[src/rtl/axi4_stream_gbx_pkg.sv]
// Shared helpers for the AXI4-Stream gearbox blocks: lane geometry, tuser
// mode encodings and the legality rule for a width pairing.
package axi4_stream_gbx_pkg;

  localparam int unsigned TUSER_SOF = 0;
  localparam int unsigned TUSER_ALL = 1;

  function automatic int unsigned lane_ratio(input int unsigned in_w,
                                             input int unsigned out_w);
    return (out_w == 0) ? 0 : in_w / out_w;
  endfunction

  function automatic int unsigned lane_idx_width(input int unsigned ratio);
    return (ratio <= 2) ? 1 : $clog2(ratio);
  endfunction

  // Narrow side must be byte-aligned and the lane count a power of two >= 2.
  function automatic bit widths_legal(input int unsigned in_w,
                                      input int unsigned out_w);
    int unsigned r;
    if (out_w == 0 || (out_w % 8) != 0 || (in_w % out_w) != 0) return 1'b0;
    r = in_w / out_w;
    return (r >= 2) && ((r & (r - 1)) == 0);
  endfunction

endpackage

[src/rtl/axi4_stream_if.sv]
// AXI4-Stream bundle with master/slave views.
interface axi4_stream_if #(
  parameter int unsigned DATA_WIDTH = 64,
  parameter int unsigned ID_WIDTH   = 1,
  parameter int unsigned DEST_WIDTH = 1,
  parameter int unsigned USER_WIDTH = 1
);
  localparam int unsigned KEEP_WIDTH = DATA_WIDTH / 8;

  logic                  tvalid;
  logic                  tready;
  logic [DATA_WIDTH-1:0] tdata;
  logic [KEEP_WIDTH-1:0] tkeep;
  logic [KEEP_WIDTH-1:0] tstrb;
  logic                  tlast;
  logic [ID_WIDTH-1:0]   tid;
  logic [DEST_WIDTH-1:0] tdest;
  logic [USER_WIDTH-1:0] tuser;

  modport master (
    output tvalid, tdata, tkeep, tstrb, tlast, tid, tdest, tuser,
    input  tready
  );

  modport slave (
    input  tvalid, tdata, tkeep, tstrb, tlast, tid, tdest, tuser,
    output tready
  );

endinterface

[src/rtl/lane_prio_enc.sv]
// Picks the lowest pending lane of a mask and flags when it is the only one left.
module lane_prio_enc
  import axi4_stream_gbx_pkg::*;
#(
  parameter int unsigned RATIO = 4
) (
  input  logic [RATIO-1:0]                      mask,
  output logic [lane_idx_width(RATIO)-1:0]      lane_idx_c,
  output logic [RATIO-1:0]                      lane_sel_c,
  output logic                                  last_lane_c
);

  localparam int unsigned IDX_W = lane_idx_width(RATIO);

  // Scan from the top so the lowest set bit wins.
  always_comb begin
    lane_idx_c = '0;
    for (int i = int'(RATIO) - 1; i >= 0; i--) begin
      if (mask[i]) lane_idx_c = IDX_W'(i);
    end
  end

  assign lane_sel_c  = mask & (~mask + RATIO'(1));
  assign last_lane_c = (mask != '0) && ((mask & (mask - RATIO'(1))) == '0);

endmodule

[src/rtl/axi4_stream_downsizer.sv]
// Splits each wide AXI4-Stream beat into narrow lanes, lowest lane first,
// keeping packet boundaries and SOF marking with no bubble between beats.
module axi4_stream_downsizer
  import axi4_stream_gbx_pkg::*;
#(
  parameter int unsigned IN_TDATA_WIDTH  = 64,
  parameter int unsigned OUT_TDATA_WIDTH = 16,
  parameter int unsigned TID_WIDTH       = 1,
  parameter int unsigned TDEST_WIDTH     = 1,
  parameter int unsigned TUSER_WIDTH     = 1,
  parameter int unsigned TUSER_MODE      = TUSER_SOF,
  parameter int unsigned SKIP_NULL_LANES = 1
) (
  input  logic          clk_i,
  input  logic          rst_n_i,
  axi4_stream_if.slave  pkt_i,
  axi4_stream_if.master pkt_o
);

  localparam int unsigned RATIO   = lane_ratio(IN_TDATA_WIDTH, OUT_TDATA_WIDTH);
  localparam int unsigned IDX_W   = lane_idx_width(RATIO);
  localparam int unsigned LANE_KW = OUT_TDATA_WIDTH / 8;

  if (!widths_legal(IN_TDATA_WIDTH, OUT_TDATA_WIDTH)) begin : g_bad_width
    $error("axi4_stream_downsizer: illegal width pairing %0d -> %0d",
           IN_TDATA_WIDTH, OUT_TDATA_WIDTH);
  end
  if (TUSER_MODE > TUSER_ALL) begin : g_bad_tuser_mode
    $error("axi4_stream_downsizer: unknown TUSER_MODE %0d", TUSER_MODE);
  end

  logic [RATIO-1:0][OUT_TDATA_WIDTH-1:0] data_q;
  logic [RATIO-1:0][LANE_KW-1:0]         keep_q;
  logic [RATIO-1:0][LANE_KW-1:0]         strb_q;
  logic [TID_WIDTH-1:0]                  id_q;
  logic [TDEST_WIDTH-1:0]                dest_q;
  logic [TUSER_WIDTH-1:0]                user_q;
  logic                                  last_q;
  logic                                  null_q;
  logic                                  sof_q;
  logic                                  ready_en_q;
  logic [RATIO-1:0]                      mask_q;

  logic [RATIO-1:0][LANE_KW-1:0] in_keep_lanes;
  logic [RATIO-1:0]              kept_c;
  logic [RATIO-1:0]              mask_load_c;
  logic [IDX_W-1:0]              lane_idx_c;
  logic [RATIO-1:0]              lane_sel_c;
  logic                          last_lane_c;
  logic                          out_valid_c;
  logic                          out_last_c;
  logic                          in_ready_c;
  logic                          in_hs_c;
  logic                          out_hs_c;

  assign in_keep_lanes = pkt_i.tkeep;

  // Pending-lane mask for an incoming beat: kept lanes, or everything up to
  // the highest kept lane when null lanes are to be emitted.
  always_comb begin
    kept_c      = '0;
    mask_load_c = '0;
    for (int k = 0; k < int'(RATIO); k++) begin
      kept_c[k] = |in_keep_lanes[k];
    end
    for (int k = 0; k < int'(RATIO); k++) begin
      mask_load_c[k] = (SKIP_NULL_LANES != 0) ? kept_c[k] : |(kept_c >> k);
    end
  end

  lane_prio_enc #(
    .RATIO (RATIO)
  ) u_lane_prio_enc (
    .mask        (mask_q),
    .lane_idx_c  (lane_idx_c),
    .lane_sel_c  (lane_sel_c),
    .last_lane_c (last_lane_c)
  );

  // A pending null/tlast beat behaves as a single last lane.
  assign out_valid_c = (mask_q != '0) | null_q;
  assign out_last_c  = null_q | last_lane_c;
  assign in_ready_c  = ready_en_q & (~out_valid_c | (pkt_o.tready & out_last_c));
  assign in_hs_c     = pkt_i.tvalid & in_ready_c;
  assign out_hs_c    = out_valid_c & pkt_o.tready;

  always_ff @(posedge clk_i or negedge rst_n_i) begin
    if (!rst_n_i) ready_en_q <= 1'b0;
    else          ready_en_q <= 1'b1;
  end

  // Beat buffer: a new beat overrides the retiring last lane on the same edge.
  always_ff @(posedge clk_i or negedge rst_n_i) begin
    if (!rst_n_i) begin
      data_q <= '0;
      keep_q <= '0;
      strb_q <= '0;
      id_q   <= '0;
      dest_q <= '0;
      user_q <= '0;
      last_q <= 1'b0;
      null_q <= 1'b0;
      sof_q  <= 1'b0;
      mask_q <= '0;
    end else if (in_hs_c) begin
      data_q <= pkt_i.tdata;
      keep_q <= pkt_i.tkeep;
      strb_q <= pkt_i.tstrb;
      id_q   <= pkt_i.tid;
      dest_q <= pkt_i.tdest;
      user_q <= pkt_i.tuser;
      last_q <= pkt_i.tlast;
      null_q <= (pkt_i.tkeep == '0) & pkt_i.tlast;
      sof_q  <= 1'b1;
      mask_q <= mask_load_c;
    end else if (out_hs_c) begin
      mask_q <= mask_q & ~lane_sel_c;
      null_q <= 1'b0;
      sof_q  <= 1'b0;
    end
  end

  assign pkt_i.tready = in_ready_c;

  assign pkt_o.tvalid = out_valid_c;
  assign pkt_o.tdata  = data_q[lane_idx_c];
  assign pkt_o.tkeep  = keep_q[lane_idx_c];
  assign pkt_o.tstrb  = null_q ? '0 : strb_q[lane_idx_c];
  assign pkt_o.tlast  = last_q & out_last_c;
  assign pkt_o.tid    = id_q;
  assign pkt_o.tdest  = dest_q;
  assign pkt_o.tuser  = ((TUSER_MODE == TUSER_ALL) || sof_q) ? user_q : '0;

endmodule

[src/flat_wrapper.sv]
// flat-port wrapper written by rule: the top's interface ports become plain ports
module axi4_stream_downsizer_flat import axi4_stream_gbx_pkg::*;
#(
  parameter int unsigned IN_TDATA_WIDTH  = 64,
  parameter int unsigned OUT_TDATA_WIDTH = 16,
  parameter int unsigned TID_WIDTH       = 1,
  parameter int unsigned TDEST_WIDTH     = 1,
  parameter int unsigned TUSER_WIDTH     = 1,
  parameter int unsigned TUSER_MODE      = TUSER_SOF,
  parameter int unsigned SKIP_NULL_LANES = 1
)
  (clk_i, rst_n_i, pkt_i_tvalid, pkt_i_tdata, pkt_i_tkeep, pkt_i_tstrb, pkt_i_tlast, pkt_i_tid, pkt_i_tdest, pkt_i_tuser, pkt_i_tready, pkt_o_tvalid, pkt_o_tdata, pkt_o_tkeep, pkt_o_tstrb, pkt_o_tlast, pkt_o_tid, pkt_o_tdest, pkt_o_tuser, pkt_o_tready);
  axi4_stream_if #(.DATA_WIDTH(64)) pkt_i_i ();
  axi4_stream_if #(.DATA_WIDTH(16)) pkt_o_i ();
  input  logic clk_i;
  input  logic rst_n_i;
  input wire logic [$bits(pkt_i_i.tvalid)-1:0] pkt_i_tvalid;
  input wire logic [$bits(pkt_i_i.tdata)-1:0] pkt_i_tdata;
  input wire logic [$bits(pkt_i_i.tkeep)-1:0] pkt_i_tkeep;
  input wire logic [$bits(pkt_i_i.tstrb)-1:0] pkt_i_tstrb;
  input wire logic [$bits(pkt_i_i.tlast)-1:0] pkt_i_tlast;
  input wire logic [$bits(pkt_i_i.tid)-1:0] pkt_i_tid;
  input wire logic [$bits(pkt_i_i.tdest)-1:0] pkt_i_tdest;
  input wire logic [$bits(pkt_i_i.tuser)-1:0] pkt_i_tuser;
  output wire logic [$bits(pkt_i_i.tready)-1:0] pkt_i_tready;
  output wire logic [$bits(pkt_o_i.tvalid)-1:0] pkt_o_tvalid;
  output wire logic [$bits(pkt_o_i.tdata)-1:0] pkt_o_tdata;
  output wire logic [$bits(pkt_o_i.tkeep)-1:0] pkt_o_tkeep;
  output wire logic [$bits(pkt_o_i.tstrb)-1:0] pkt_o_tstrb;
  output wire logic [$bits(pkt_o_i.tlast)-1:0] pkt_o_tlast;
  output wire logic [$bits(pkt_o_i.tid)-1:0] pkt_o_tid;
  output wire logic [$bits(pkt_o_i.tdest)-1:0] pkt_o_tdest;
  output wire logic [$bits(pkt_o_i.tuser)-1:0] pkt_o_tuser;
  input wire logic [$bits(pkt_o_i.tready)-1:0] pkt_o_tready;
  assign pkt_i_i.tvalid = pkt_i_tvalid;
  assign pkt_i_i.tdata = pkt_i_tdata;
  assign pkt_i_i.tkeep = pkt_i_tkeep;
  assign pkt_i_i.tstrb = pkt_i_tstrb;
  assign pkt_i_i.tlast = pkt_i_tlast;
  assign pkt_i_i.tid = pkt_i_tid;
  assign pkt_i_i.tdest = pkt_i_tdest;
  assign pkt_i_i.tuser = pkt_i_tuser;
  assign pkt_i_tready = pkt_i_i.tready;
  assign pkt_o_tvalid = pkt_o_i.tvalid;
  assign pkt_o_tdata = pkt_o_i.tdata;
  assign pkt_o_tkeep = pkt_o_i.tkeep;
  assign pkt_o_tstrb = pkt_o_i.tstrb;
  assign pkt_o_tlast = pkt_o_i.tlast;
  assign pkt_o_tid = pkt_o_i.tid;
  assign pkt_o_tdest = pkt_o_i.tdest;
  assign pkt_o_tuser = pkt_o_i.tuser;
  assign pkt_o_i.tready = pkt_o_tready;
  axi4_stream_downsizer #(.IN_TDATA_WIDTH(IN_TDATA_WIDTH), .OUT_TDATA_WIDTH(OUT_TDATA_WIDTH), .TID_WIDTH(TID_WIDTH), .TDEST_WIDTH(TDEST_WIDTH), .TUSER_WIDTH(TUSER_WIDTH), .TUSER_MODE(TUSER_MODE), .SKIP_NULL_LANES(SKIP_NULL_LANES)) u_core (.clk_i(clk_i), .rst_n_i(rst_n_i), .pkt_i(pkt_i_i), .pkt_o(pkt_o_i));
endmodule
[config.mk]
export PLATFORM = sky130hd
export DESIGN_NAME = axi4_stream_downsizer_flat
export DESIGN_NICKNAME = d
export VERILOG_FILES = /design/src/rtl/axi4_stream_gbx_pkg.sv /design/src/rtl/axi4_stream_if.sv /design/src/rtl/lane_prio_enc.sv /design/src/rtl/axi4_stream_downsizer.sv /design/src/flat_wrapper.sv
export SDC_FILE = /design/constraint.sdc
export NUM_CORES = 1
export LEC_CHECK = 0
export CAP_MARGIN = 20
export CORE_MARGIN = 1.5
export CORE_UTILIZATION = 48
export DETAILED_ROUTE_END_ITERATION = 7
export GPL_TIMING_DRIVEN = 0
export HOLD_SLACK_MARGIN = 0.1
export PLACE_DENSITY = 0.79
export SYNTH_ARGS = -nofsm -noshare
export SYNTH_HDL_FRONTEND = slang
export SYNTH_SLANG_ARGS = --single-unit
[constraint.sdc]
create_clock -name clk_i -period 2.6 [get_ports clk_i]
set_input_delay 0.52 -clock clk_i [delete_from_list [all_inputs] [get_ports clk_i]]
set_output_delay 0.52 -clock clk_i [all_outputs]
set_load 0.005 [all_outputs]
==> impl_results.md <==
- Final min period: 2.654 ns
- Crit-path max FO: 6
- Tot GR Track Use: 22.47%
- Endpoints failing setup: 13
- Peak supply drop: 0.0005356 V
- Max-cap violations: 0
- Yosys warns: 0
- Switching power: 0.002353 W
- Worst Setup SP: u_core.mask_q[3]$_DFFE_PN0P_
- Synth top area share: 51.78%
- CTS tree: done
- Via density: 5.382
- Starting Density: 49.94%
- CTS Hold Bufs: 0
- Fmax: 0.3769 GHz
- WL/cell: 19.62 um
- DIE WIDTH: 98.72 um
- Part of the power in registers: 32.8%
- Clk_skew: 0.008292 ns
- Ant. Diodes: 0
- Hold Vio Cnt, Final: 0
- Worst-Margin Slew: 0.6684 ns
- Via Count: 2815
- Total die area: 9746 um2
- Drt pass-1 iters: 6
- Combinational group share of total power: 54.8%
- Clock transition at path regs: 0.09 ns
- PortBufs: 113
- Failing checks: design-rule violations, negative setup slack
- Grt ovf: 0
- Utilization after layout: 69.92%
- Antenna-violating nets left: 0
- DR iter-0 viols: 92
- PwrDens: 1257 nW/um2
- Syn_area_per_cell: 17.05 um2
- RR Startpoint: u_core.mask_q[3]$_DFFE_PN0P_
- Crit. End Element: output port
- Clk root buf: clkbuf_8
- Setup slack after layout: -0.05356 ns
- Type of the worst min-delay path: in2async
- Initial antenna violation count: 0
- First-pass GRT wire length: 16520 um
- Pint: 0.005385 W
- Io pins: 114
- Rows: 34
- Number of synthesized register bits: 91
- CP Data Arrival Time: 2.13 ns
- Cell taking the most area after synthesis: dfrtp_1
- Netlist cell types: 34
- Reg-to-reg slack, setup: 0.59 ns
- Layout cells sized above 1: 41.93%
- Final RePlAce weighted congestion: 0.7719
- Clock Power Share: 12.5%
- Num CTS Buffers: 9
- Worst Setup Path Type: reg2out
- CORE AREA: 8806 um2
- Final period util: 102.1%
- H-tree Lvls: 3
- # clock sinks: 91
- Setup TNS: -0.2684 ns
- DRC viols: 7
- Rel. slew slack: 55.44%
- Layout area overhead: 40.00%
- Net Sw Frac: 30.41%
- Startpoint types: flip-flop
- Chip height: 98.72 um
- Clock buffer depth: 2
- Mapped cell area: 4398 um2
- Top cells by area, synth: dfrtp_1, mux2_4, mux4_2
- Sequential-to-total area share from yosys stat: 51.78%
- DRT Wirelength: 10260 um
- Syn_nets: 346
- Layout Nets: 498
- Leakage: 2.707 nW
- Post-Syn Instances: 258
- Unrepaired setup endpoints after global routing: true
- Clk_lat worst skew: 0.36 ns
- Largest net degree at the start of global routing: 51
- WP data required: 2.08 ns
- Slew Viols, Final: 0
- Final HPWL DP: 6844 um
- Fillers: 607
- Run status: finished, violations left
- Vias in the first global route: 3167
## worst max-delay path: stages, from the launching register on
cell and delay [ns]:
dfrtp_2 0.45, nor2b_4 0.15, o21bai_4 0.16, buf_8 0.16, buf_6 0.10, mux4_2 0.49, nor2b_4 0.13, buf_2 0.13
## synth_stat cells, drive strengths merged
master / number
a21bo: 1
a21boi: 2
a21o: 1
a21oi: 1
a221oi: 1
a22o: 1
and2: 3
and3: 1
buf: 16
conb: 1
dfrtp: 91
inv: 1
mux2: 84
mux2i: 1
mux4: 20
nand2: 3
nand4: 1
nor2: 6
nor2b: 4
nor3: 4
nor4b: 1
o21ai: 8
o21bai: 2
o2bb2ai: 2
or2: 1
xor2: 1
## cell type report
class,instances,area (um2),area share [%]
clock inverters,6,66.31,1.077
flip-flops and latches,91,2280,37.03
clock buffers,10,127.6,2.073
well taps,108,135.1,2.195
repair buffers,142,1330,21.60
inverters,1,3.754,0.06096
plain buffers,15,220.2,3.577
multi-input cells,150,1994,32.39
## worst paths after layout
check                                               end  depth (start not counted)
max in group asynchronous  u_core.data_q[9]$_DFFE_PN0P_                          2
setup reg to reg           u_core.keep_q[6]$_DFFE_PN0P_                          7
hold reg to reg               u_core.last_q$_DFFE_PN0P_                          1
min in group clk_i            u_core.last_q$_DFFE_PN0P_                          1
hold / removal             u_core.strb_q[2]$_DFFE_PN0P_                          1
setup / recovery                         pkt_o_tstrb[0]                          7
## routing by layer
| layer | share of wire [%] | routed length (um) | GRT usage (%) | vias up |
|---|---|---|---|---|
| met4 | 1.3 | 133 | 7.253 | 0 |
| li1 | - | - | - | 1251 |
| met3 | 7.4 | 762 | 7.376 | 11 |
| met2 | 48 | 4916 | 36.11 | 108 |
| met1 | 43 | 4449 | 29.13 | 1445 |
| met5 | 0 | 0 | 0 | - |
## power groups by stage
stage / clock [W] / sequential [W] / combinational (W)
2_1_floorplan: 0 / 0.00238 / 0.00243
3_5_place_dp: 0 / 0.00252 / 0.00379
5_1_grt: 0.00104 / 0.00262 / 0.00453
3_3_place_gp: 0 / 0.00248 / 0.00374
6_report: 0.000964 / 0.00253 / 0.00424
4_1_cts: 0.000979 / 0.00252 / 0.00407
## through the flow
stage,std cells,cell area (um2),hold WS (ns),setup WS [ns],total power [W]
2_1_floorplan,258,4398,0.2244,0.4624,0.004806
3_3_place_gp,479,5664,0.4580,-2.341,0.006216
3_5_place_dp,480,5682,0.4619,-0.2974,0.006307
4_1_cts,517,6077,0.1994,-0.1322,0.007567
5_1_grt,523,6157,0.2235,-0.1146,0.008197
6_report,523,6157,0.1825,-0.05356,0.007738
## cells in the final DEF, fill, tap and decap left out, types with 2 or more instances in the layout
cell type	count
nor3_4	2
buf_6	12
o21ai_0	7
mux2_1	24
and2_1	3
buf_2	16
clkinv_2	2
mux2_4	58
o2bb2ai_1	2
mux2_2	2
buf_12	9
nand2_1	3
clkdlybuf4s50_1	91
mux4_2	20
clkbuf_2	2
nor2b_1	2
clkbuf_8	9
nor2b_4	2
dfrtp_2	2
nor2_1	5
buf_8	4
dfrtp_1	89
buf_4	22
clkinv_4	3
## logic make-up (layout without fill, tap and decap cells)
group | after synthesis | after routing | share of synthesized area (%)
compound gates | 19 | 19 | 3.556
xor+xnor | 1 | 1 | 0.1992
buf+inv | 17 | 174 | 4.353
flops | 91 | 91 | 51.78
mux | 105 | 105 | 36.93
other cells | 1 | 1 | 0.08527
simple gates | 24 | 24 | 3.101
## repair_timing
action                                  CTS  global route
buffers inserted                         21             7
gates cloned                              1             1
hold endpoints to repair                  0             0
resized for setup                        99            18
endpoints found under the setup margin   21            22
pin swaps                                 2             3
## state kept, by name, summed over array words and instances, names as in the netlist
register	flops
u_core.data_q	64
u_core.keep_q	8
u_core.strb_q	8
u_core.mask_q	4
u_core.last_q	1
u_core.null_q	1
u_core.pkt_o.tdest	1
u_core.pkt_o.tid	1
u_core.ready_en_q	1
u_core.sof_q	1
u_core.user_q	1
Note: power is estimated with default switching activity, not from simulation.
